<file path="src/rtl/nn_inference_sequencer.sv">
`default_nettype none
// ============================================================================
// Module   : nn_inference_sequencer
// Purpose  : Runs one inference pass through the input layer and layer 1.
//            It accepts a start request and streams a binary pixel frame into
//            the input layer. It then waits for the layer 1 result, captures
//            it, acknowledges layer 1 and presents the result on a
//            valid/ready port. It also arbitrates the layer 1 weight/bias
//            write port: the loader gets it only while no frame is in flight.
// Ports    : clk, reset            - clock, synchronous active-high reset
//            start                 - inference request (sampled in IDLE)
//            pix_valid/pix_data    - pixel source, pix_ready back-pressure
//            readyForInputs        - input layer can accept a frame
//            inputsInbound/pixelValue - pixel stream to the input layer
//            layer1OutputsReady/layer1Output - layer 1 result
//            outputsRecieved       - one-cycle ack to layer 1
//            result_valid/result_data/result_ready - result port
//            cfg_req/cfg_grant     - weight loader arbitration
//            busy, error           - status (error is sticky)
// Revision : 1.0 - initial release
// ============================================================================
module nn_inference_sequencer #(
   parameter int NUM_PIXELS     = 10,
   parameter int PIX_CNT_WIDTH  = 10,
   parameter int OUT_WIDTH      = 8,
   parameter int TIMEOUT_CYCLES = 1024
) (
   input  logic                 clk,
   input  logic                 reset,
   input  logic                 start,
   input  logic                 pix_valid,
   input  logic                 pix_data,
   output logic                 pix_ready,
   input  logic                 readyForInputs,
   output logic                 inputsInbound,
   output logic                 pixelValue,
   input  logic                 layer1OutputsReady,
   input  logic [OUT_WIDTH-1:0] layer1Output,
   output logic                 outputsRecieved,
   output logic                 result_valid,
   output logic [OUT_WIDTH-1:0] result_data,
   input  logic                 result_ready,
   input  logic                 cfg_req,
   output logic                 cfg_grant,
   output logic                 busy,
   output logic                 error
);

   // One extra bit of headroom so TIMEOUT_CYCLES itself is representable.
   localparam int c_TO_WIDTH = $clog2(TIMEOUT_CYCLES + 1);
   localparam logic [PIX_CNT_WIDTH-1:0] c_LAST_PIX  = PIX_CNT_WIDTH'(NUM_PIXELS - 1);
   localparam logic [c_TO_WIDTH-1:0]    c_LAST_WAIT = c_TO_WIDTH'(TIMEOUT_CYCLES - 1);

   typedef enum logic [2:0] {
      IDLE     = 3'd0,
      CFG      = 3'd1,
      WAIT_RDY = 3'd2,
      STREAM   = 3'd3,
      WAIT_L1  = 3'd4,
      PRESENT  = 3'd5,
      ERR      = 3'd6
   } seqState_t;

   seqState_t                r_state;
   seqState_t                w_stateNext;
   logic [PIX_CNT_WIDTH-1:0] r_pixCnt;
   logic [PIX_CNT_WIDTH-1:0] w_pixCntNext;
   logic [c_TO_WIDTH-1:0]    r_waitCnt;
   logic [c_TO_WIDTH-1:0]    w_waitCntNext;

   logic                 r_pixReady;
   logic                 r_inputsInbound;
   logic                 w_inboundNext;
   logic                 r_pixelValue;
   logic                 w_pixelValueNext;
   logic                 r_outputsRecieved;
   logic                 w_ackNext;
   logic                 r_resultValid;
   logic [OUT_WIDTH-1:0] r_resultData;
   logic [OUT_WIDTH-1:0] w_resultDataNext;
   logic                 r_cfgGrant;
   logic                 r_busy;
   logic                 r_error;
   logic                 w_errorNext;

   // ------------------------------------------------------------------------
   // State register plus registered outputs. The state-derived outputs are
   // registered from the next state so that they line up with the state
   // they describe.
   // ------------------------------------------------------------------------
   always_ff @(posedge clk) begin
      if (reset) begin
         r_state           <= IDLE;
         r_pixCnt          <= '0;
         r_waitCnt         <= '0;
         r_pixReady        <= 1'b0;
         r_inputsInbound   <= 1'b0;
         r_pixelValue      <= 1'b0;
         r_outputsRecieved <= 1'b0;
         r_resultValid     <= 1'b0;
         r_resultData      <= '0;
         r_cfgGrant        <= 1'b0;
         r_busy            <= 1'b0;
         r_error           <= 1'b0;
      end else begin
         r_state           <= w_stateNext;
         r_pixCnt          <= w_pixCntNext;
         r_waitCnt         <= w_waitCntNext;
         r_pixReady        <= (w_stateNext == STREAM);
         r_inputsInbound   <= w_inboundNext;
         r_pixelValue      <= w_pixelValueNext;
         r_outputsRecieved <= w_ackNext;
         r_resultValid     <= (w_stateNext == PRESENT);
         r_resultData      <= w_resultDataNext;
         r_cfgGrant        <= (w_stateNext == CFG);
         r_busy            <= (w_stateNext != IDLE);
         r_error           <= w_errorNext;
      end
   end

   // ------------------------------------------------------------------------
   // Next-state and next-output logic.
   // ------------------------------------------------------------------------
   always_comb begin
      w_stateNext      = r_state;
      w_pixCntNext     = r_pixCnt;
      w_waitCntNext    = r_waitCnt;
      w_inboundNext    = 1'b0;
      w_pixelValueNext = r_pixelValue;
      w_ackNext        = 1'b0;
      w_resultDataNext = r_resultData;
      w_errorNext      = r_error;

      case (r_state)
         IDLE: begin
            // The loader wins a tie; a start in the same cycle is dropped.
            if (cfg_req) begin
               w_stateNext = CFG;
            end else if (start) begin
               w_stateNext  = WAIT_RDY;
               w_errorNext  = 1'b0;
               w_pixCntNext = '0;
            end
         end
         CFG: begin
            if (!cfg_req) begin
               w_stateNext = IDLE;
            end
         end
         WAIT_RDY: begin
            if (readyForInputs) begin
               w_stateNext = STREAM;
            end
         end
         STREAM: begin
            // pix_ready is high for the whole of STREAM, so a transfer
            // is simply pix_valid.
            if (pix_valid) begin
               w_inboundNext    = 1'b1;
               w_pixelValueNext = pix_data;
               w_pixCntNext     = r_pixCnt + 1'b1;
               if (r_pixCnt == c_LAST_PIX) begin
                  w_stateNext   = WAIT_L1;
                  w_waitCntNext = '0;
               end
            end else if (r_pixCnt != '0) begin
               // A gap once the frame has begun would split the frame.
               w_stateNext = ERR;
               w_errorNext = 1'b1;
            end
         end
         WAIT_L1: begin
            // Ready is checked first so that it wins on the final cycle.
            if (layer1OutputsReady) begin
               w_resultDataNext = layer1Output;
               w_ackNext        = 1'b1;
               w_stateNext      = PRESENT;
            end else if (r_waitCnt == c_LAST_WAIT) begin
               w_stateNext = ERR;
               w_errorNext = 1'b1;
            end else begin
               w_waitCntNext = r_waitCnt + 1'b1;
            end
         end
         PRESENT: begin
            if (result_ready) begin
               w_stateNext = IDLE;
            end
         end
         ERR: begin
            // error stays set here; it clears only on the next accepted start.
            if (start) begin
               w_stateNext = IDLE;
            end
         end
         default: begin
            w_stateNext = IDLE;
         end
      endcase
   end

   assign pix_ready       = r_pixReady;
   assign inputsInbound   = r_inputsInbound;
   assign pixelValue      = r_pixelValue;
   assign outputsRecieved = r_outputsRecieved;
   assign result_valid    = r_resultValid;
   assign result_data     = r_resultData;
   assign cfg_grant       = r_cfgGrant;
   assign busy            = r_busy;
   assign error           = r_error;

endmodule
`default_nettype wire

</file>
<file path="config.mk">
export PLATFORM = sky130hd
export DESIGN_NAME = nn_inference_sequencer
export DESIGN_NICKNAME = d
export VERILOG_FILES = /design/src/rtl/nn_inference_sequencer.sv
export SDC_FILE = /design/constraint.sdc
export NUM_CORES = 1
export LEC_CHECK = 0
export ABC_AREA = 1
export BUFFER_PORTS_ARGS = -buffer_cell sky130_fd_sc_hd__buf_4
export CAP_MARGIN = 25
export CORE_MARGIN = 4
export CORE_UTILIZATION = 58
export DETAILED_ROUTE_END_ITERATION = 7
export HOLD_SLACK_MARGIN = 0.1
export PLACE_DENSITY = 0.81
export RECOVER_POWER = 100
export SYNTH_ARGS = -nofsm -noshare
export SYNTH_HDL_FRONTEND = slang
export SYNTH_SLANG_ARGS = --single-unit
</file>
<file path="constraint.sdc">
create_clock -name clk -period 3.3 [get_ports clk]
set_clock_uncertainty 0.05 [all_clocks]
set_input_delay 0.33 -clock clk [delete_from_list [all_inputs] [get_ports clk]]
set_output_delay 0.33 -clock clk [all_outputs]
set_load 0.01 [all_outputs]
</file>
# After elaboration in Yosys (flattened, before gate mapping)
# Index checks and enable logic that the tools add are counted.
[word_totals] register_bits=40 inputBits=17 out_inout_bits=16 elab_cells=79
[classes] add_sub_neg=2 eq_ne=20 n_mux=30 bitwise_logic=2 reduce_logical=13
[op_table] op="$mux W11" n=4
[op_table] op="$mux W3" n=11
[op_table] op="$mux W10" n=3
[op_table] op="$pmux W11 S2" n=1
[op_table] op="$pmux W3 S7" n=1
[op_table] op="$pmux W10 S2" n=1
[op_table] op="$ne A2 B2 Y1 const B" n=9
[op_table] op="$eq A3 B3 Y1 const B" n=4
[op_table] op="$add A11 B1 Y11 const B" n=1
[op_table] op="$eq A11 B10 Y1 const B" n=1
[op_table] op="$add A10 B1 Y10 const B" n=1
[op_table] op="$eq A10 B4 Y1 const B" n=1
[op_table] op="$reduce_bool A10 Y1" n=1
[op_table] op="$eq A3 B2 Y1 const B" n=3
[op_table] op="$mux W1" n=8
[op_table] op="$reduce_and A7 Y1" n=1
[op_table] op="$eq A3 B1 Y1 const B" n=2
[op_table] op="$reduce_bool A3 Y1" n=2
[op_table] op="$reduce_and A5 Y1" n=1
[op_table] op="$reduce_and A2 Y1" n=2
[op_table] op="$reduce_and A4 Y1" n=1
[op_table] op="$reduce_bool A2 Y1" n=2
[op_table] op="$reduce_or A2 Y1" n=2
[op_table] op="$logic_not A3 Y1" n=1
[op_table] op="2 further kinds" n=3

# Logic depth before layout (Yosys ltp)
[depth] ltp_word=5 depth_mapped=11 ltp_nobuf=11

# Worst setup path before layout
# OpenSTA, ideal clock, no wires.
[synth_path] path_type="reg-to-reg" start="register r_waitCnt[0]" end="register r_waitCnt[10]" setup_ns=0.128 arrival_ns=1.410 required_time_ns=3.122 path_slack_ns=1.713 path_stages_with_launch=12 n_path_buf=1 cell_sequence="dfxtp_1 > ha_1 > inv_1 > nor2_4 > nand3_1 > nand2_2 > nand2_2 > nand3_2 > buf_6 > nand2_1 > nand2_1 > nor2_1"
[synth_between] elab_chain_cells=4
[synth_lines] element="start: declaration" line="68" rtl="logic [c_TO_WIDTH-1:0] r_waitCnt;"
[synth_lines] element="start signal: assignment" line="108" rtl="r_waitCnt <= w_waitCntNext;"
[synth_lines] element="$add A11 B1 Y11" line="182" rtl="w_waitCntNext = r_waitCnt + 1'b1;"
[synth_lines] element="$mux W11" line="178" rtl="end else if (r_waitCnt == c_LAST_WAIT) begin"
[synth_lines] element="$mux W11" line="174" rtl="if (layer1OutputsReady) begin"
[synth_lines] element="$pmux W11 S2" line="134" rtl="case (r_state)"
# Parallel ways exist; a longest one is shown, timed or not. The select of a mux whose other input is x is not followed.
# A chain may end at the register's enable or synchronous reset.

# Final worst setup path
[layout_path] start="register r_state[1]" end="register r_waitCnt[0]"
[layout_between] elab_chain_cells=3
[layout_lines] element="start: declaration" line="64" rtl="seqState_t r_state;"
[layout_lines] element="start signal: assignment" line="106" rtl="r_state <= w_stateNext;"
[layout_lines] element="$eq A3 B3 Y1 / $eq A3 B2 Y1 (equally long branches)" line="134"
[layout_lines] element="$ne A2 B2 Y1 (no source line) / $reduce_bool A2 Y1 (equally long branches)"
[layout_lines] element="$reduce_and A5 Y1 (no source line)"
# Parallel ways exist; a longest one is shown, timed or not.

==> results.ini <==
[synthesis]
ys_ff_latch = 40
synth-simple-area-share_pct = 42.5
yosysTopAreaCell = dfxtp_1
synth_compound_area_share_pct = 7.93
yosys_warnings = 0
synthTopCellsByArea = dfxtp_1 36%, nand2_1 16%, nor2_1 7.7%
synth.avg_cell_area_um2 = 6.59
yosysSeqAreaShare_pct = 35.8
synthCells = 340
synthXorXnorAreaFrac_pct = 1.96
muxShareOfSynthArea_pct = 0
syn_nets = 361
synth_cell_types = 31
synthesis.area_um2 = 2240
synthAdderAreaFrac_pct = 2.23
synth_top_area_share_pct = 35.8
synth_top_family_by_area = simple AND/OR/NAND/NOR gates

[final_layout]
syn_to_final_growth_pct = 11.0
fin_area_um2 = 2490
antennaDiodeCount = 0
final_nets = 391
drive_gt1_share_pct = 11.3

[clock_tree]
cts_tree = done
cts_made_buffers = 5
cts_max_path_buffers = 2
clock_latency_ns = 0.29
cts_hold_buf = 0
cts_sinks = 40
postCtsSetupRepairBufs = 0
ctsResizeCount = 0
cts.clk_slew.worst_paths_ns = 0.08
cts-root-buf = clkbuf_8
htree_levels = 2

[timing]
fin_crit_sh_pct = 72.5
final-hold-violation-count = 0
fin_tns_setup_ns = 0
clock.fmax_mhz = 418
relSlewSlack_pct = 50.4
slew_violations = 0
rsz0062_at_grt = false
setup_viol = 0
post-route-min-period_ns = 2.39
tightest_slew_ns = 0.741

[power]
power_density_nw_per_um2 = 417
leakage_nw = 1.02
ir_drop_mv = 0.308
swShare_pct = 26.0
power_frac_seq_pct = 49.1
p_clk_share_pct = 38.2
total_power_mw = 1.04
p_sw_mw = 0.270
p_int_mw = 0.767
combPwrFrac_pct = 12.6

[detailed_routing]
ant_nets = 0
vias_per_cell = 5.21
wire_per_inst_um = 12.1
wl_um = 5070
drc_errors = 0
routed-via-count = 2185
drt_iter0_drc = 167
drt-pass1-iter-count = 4

[placed_design]
dpl_cell_area_um2 = 2480
place_hpwl_um = 3710
gp_routability_congestion = 0.891
port-buffer-count = 32

[critical_path]
cp_max_fo = 15
critical_path_required_ns = 3.44
endpoint_kind = flop
cp-start-kind = flop
reg2reg_from = r_state[1]$_SDFF_PP0_
crit_type = flop to flop
crit_path_start = r_state[1]$_SDFF_PP0_
crit_arrival_ns = 2.54

[floorplan]
fp.dieW_um = 70.1
core_region_area_um2 = 3690
die-area_um2 = 4920
die_y_um = 70.1
initial_core_util_pct = 60.7
boundaryPins = 33
row_count = 22

[hold_path]
hold_class = input port to flop
hp-start = pix_data

[global_route]
grt_max_degree = 29
grt_pass1_wl_um = 8680
antenna_found_initial = 0
grt_pass1_vias = 1961
grt_overflow_total = 0
gr-usage-all-layers_pct = 21.5

[job]
max_cap_violations = 0

[run_status]
status = completed

[metrics by stage]
stage / std cells / hold WS, ns / setup WS (ns) / utilization [%]
after floorplan: 340 / 0.407 / 1.71 / -
final: 419 / 0.219 / 0.907 / 67.4
after detailed placement: 411 / 0.388 / 1.52 / 67.2
after CTS: 419 / 0.209 / 1.49 / 70.2
after global routing: 419 / 0.243 / 0.674 / 67.4
after global placement: 411 / 0.387 / 1.54 / 67.2
[registers in the layout, summed over array words and instances (netlist names)]
register and count:
pix_ready 1, error 1, outputsRecieved 1, cfg_grant 1, r_waitCnt 11, pixelValue 1, r_state 3, result_data 8
inputsInbound 1, result_valid 1, busy 1, r_pixCnt 10
[Yosys cell counts (all sizes together)]
| cell type | instances |
|---|---|
| nand4 | 13 |
| clkbuf | 3 |
| xor2 | 2 |
| nor2 | 51 |
| o21ai | 4 |
| nand3b | 1 |
| nor3 | 4 |
| buf | 6 |
| nand2 | 107 |
| o21bai | 2 |
| nand3 | 32 |
| ha | 4 |
| or2 | 1 |
| inv | 40 |
| dfxtp | 40 |
| xnor2 | 3 |
| a21oi | 27 |
[final cells by class]
cell class              count  area [µm²]
fillers                   364        1200
clock inverters             3        42.5
multi-input cells         251        1180
flip-flops and latches     40         801
clock buffers               5        68.8
well taps                  48        60.1
inverters                  40         154
repair buffers             32         180
[power groups by stage]
stage          Clock (mW)  Sequential [mW]  Combinational [mW]
6_report            0.396            0.509               0.131
2_1_floorplan           0            0.526              0.0970
3_5_place_dp            0            0.524               0.144
4_1_cts             0.404            0.513               0.145
3_3_place_gp            0            0.523               0.143
5_1_grt             0.432            0.511               0.149
[final timing paths]
check / endpoint / slack (ns) / cells past startpoint
max: r_waitCnt[0]$_SDFFE_PP0P_ / 0.91 / 9
max reg2reg: r_waitCnt[0]$_SDFFE_PP0P_ / 0.91 / 9
min reg2reg: error$_SDFFE_PP0P_ / 0.40 / 2
min: pixelValue$_SDFFE_PP0P_ / 0.22 / 3
[routing by layer]
| layer | wire (µm) | up-vias | global-route usage [%] |
|---|---|---|---|
| li1 | - | 1138 | - |
| met1 | 2380 | 976 | 28.8 |
| met2 | 2340 | 61 | 34.1 |
| met3 | 280 | 10 | 5.47 |
| met4 | 66 | 0 | 6.38 |
| met5 | 0 | - | 0 |
[worst max-delay path, stage by stage (launching register included)]
cell and delay, ns:
dfxtp_1 0.43, nor2_1 0.13, nand2_2 0.22, clkinvlp_2 0.55, nand2_4 0.37, nand2_1 0.13, nor2_4 0.20, nand2_1 0.08
nand2_1 0.08, nor2_1 0.05
[layout by cell type, fill, tap and decap left out, drive strengths merged, types with 3 or more instances in the layout]
cell type / count
nor2: 51
clkbuf: 21
nand2: 107
nor3: 4
o21ai: 4
ha: 4
dfxtp: 40
a21oi: 27
xnor2: 3
nand3: 32
inv: 39
buf: 16
nand4: 13
[logic make-up after synthesis]
| kind of cell | after synthesis |
|---|---|
| AO/OA/AOI/OAI | 33 |
| AND/OR/NAND/NOR | 209 |
| XOR/XNOR | 5 |
| flip-flops | 40 |
| adder cells (fa/ha/maj) | 4 |
| buffers and inverters | 49 |
Note: power is estimated with default switching activity, not from simulation.
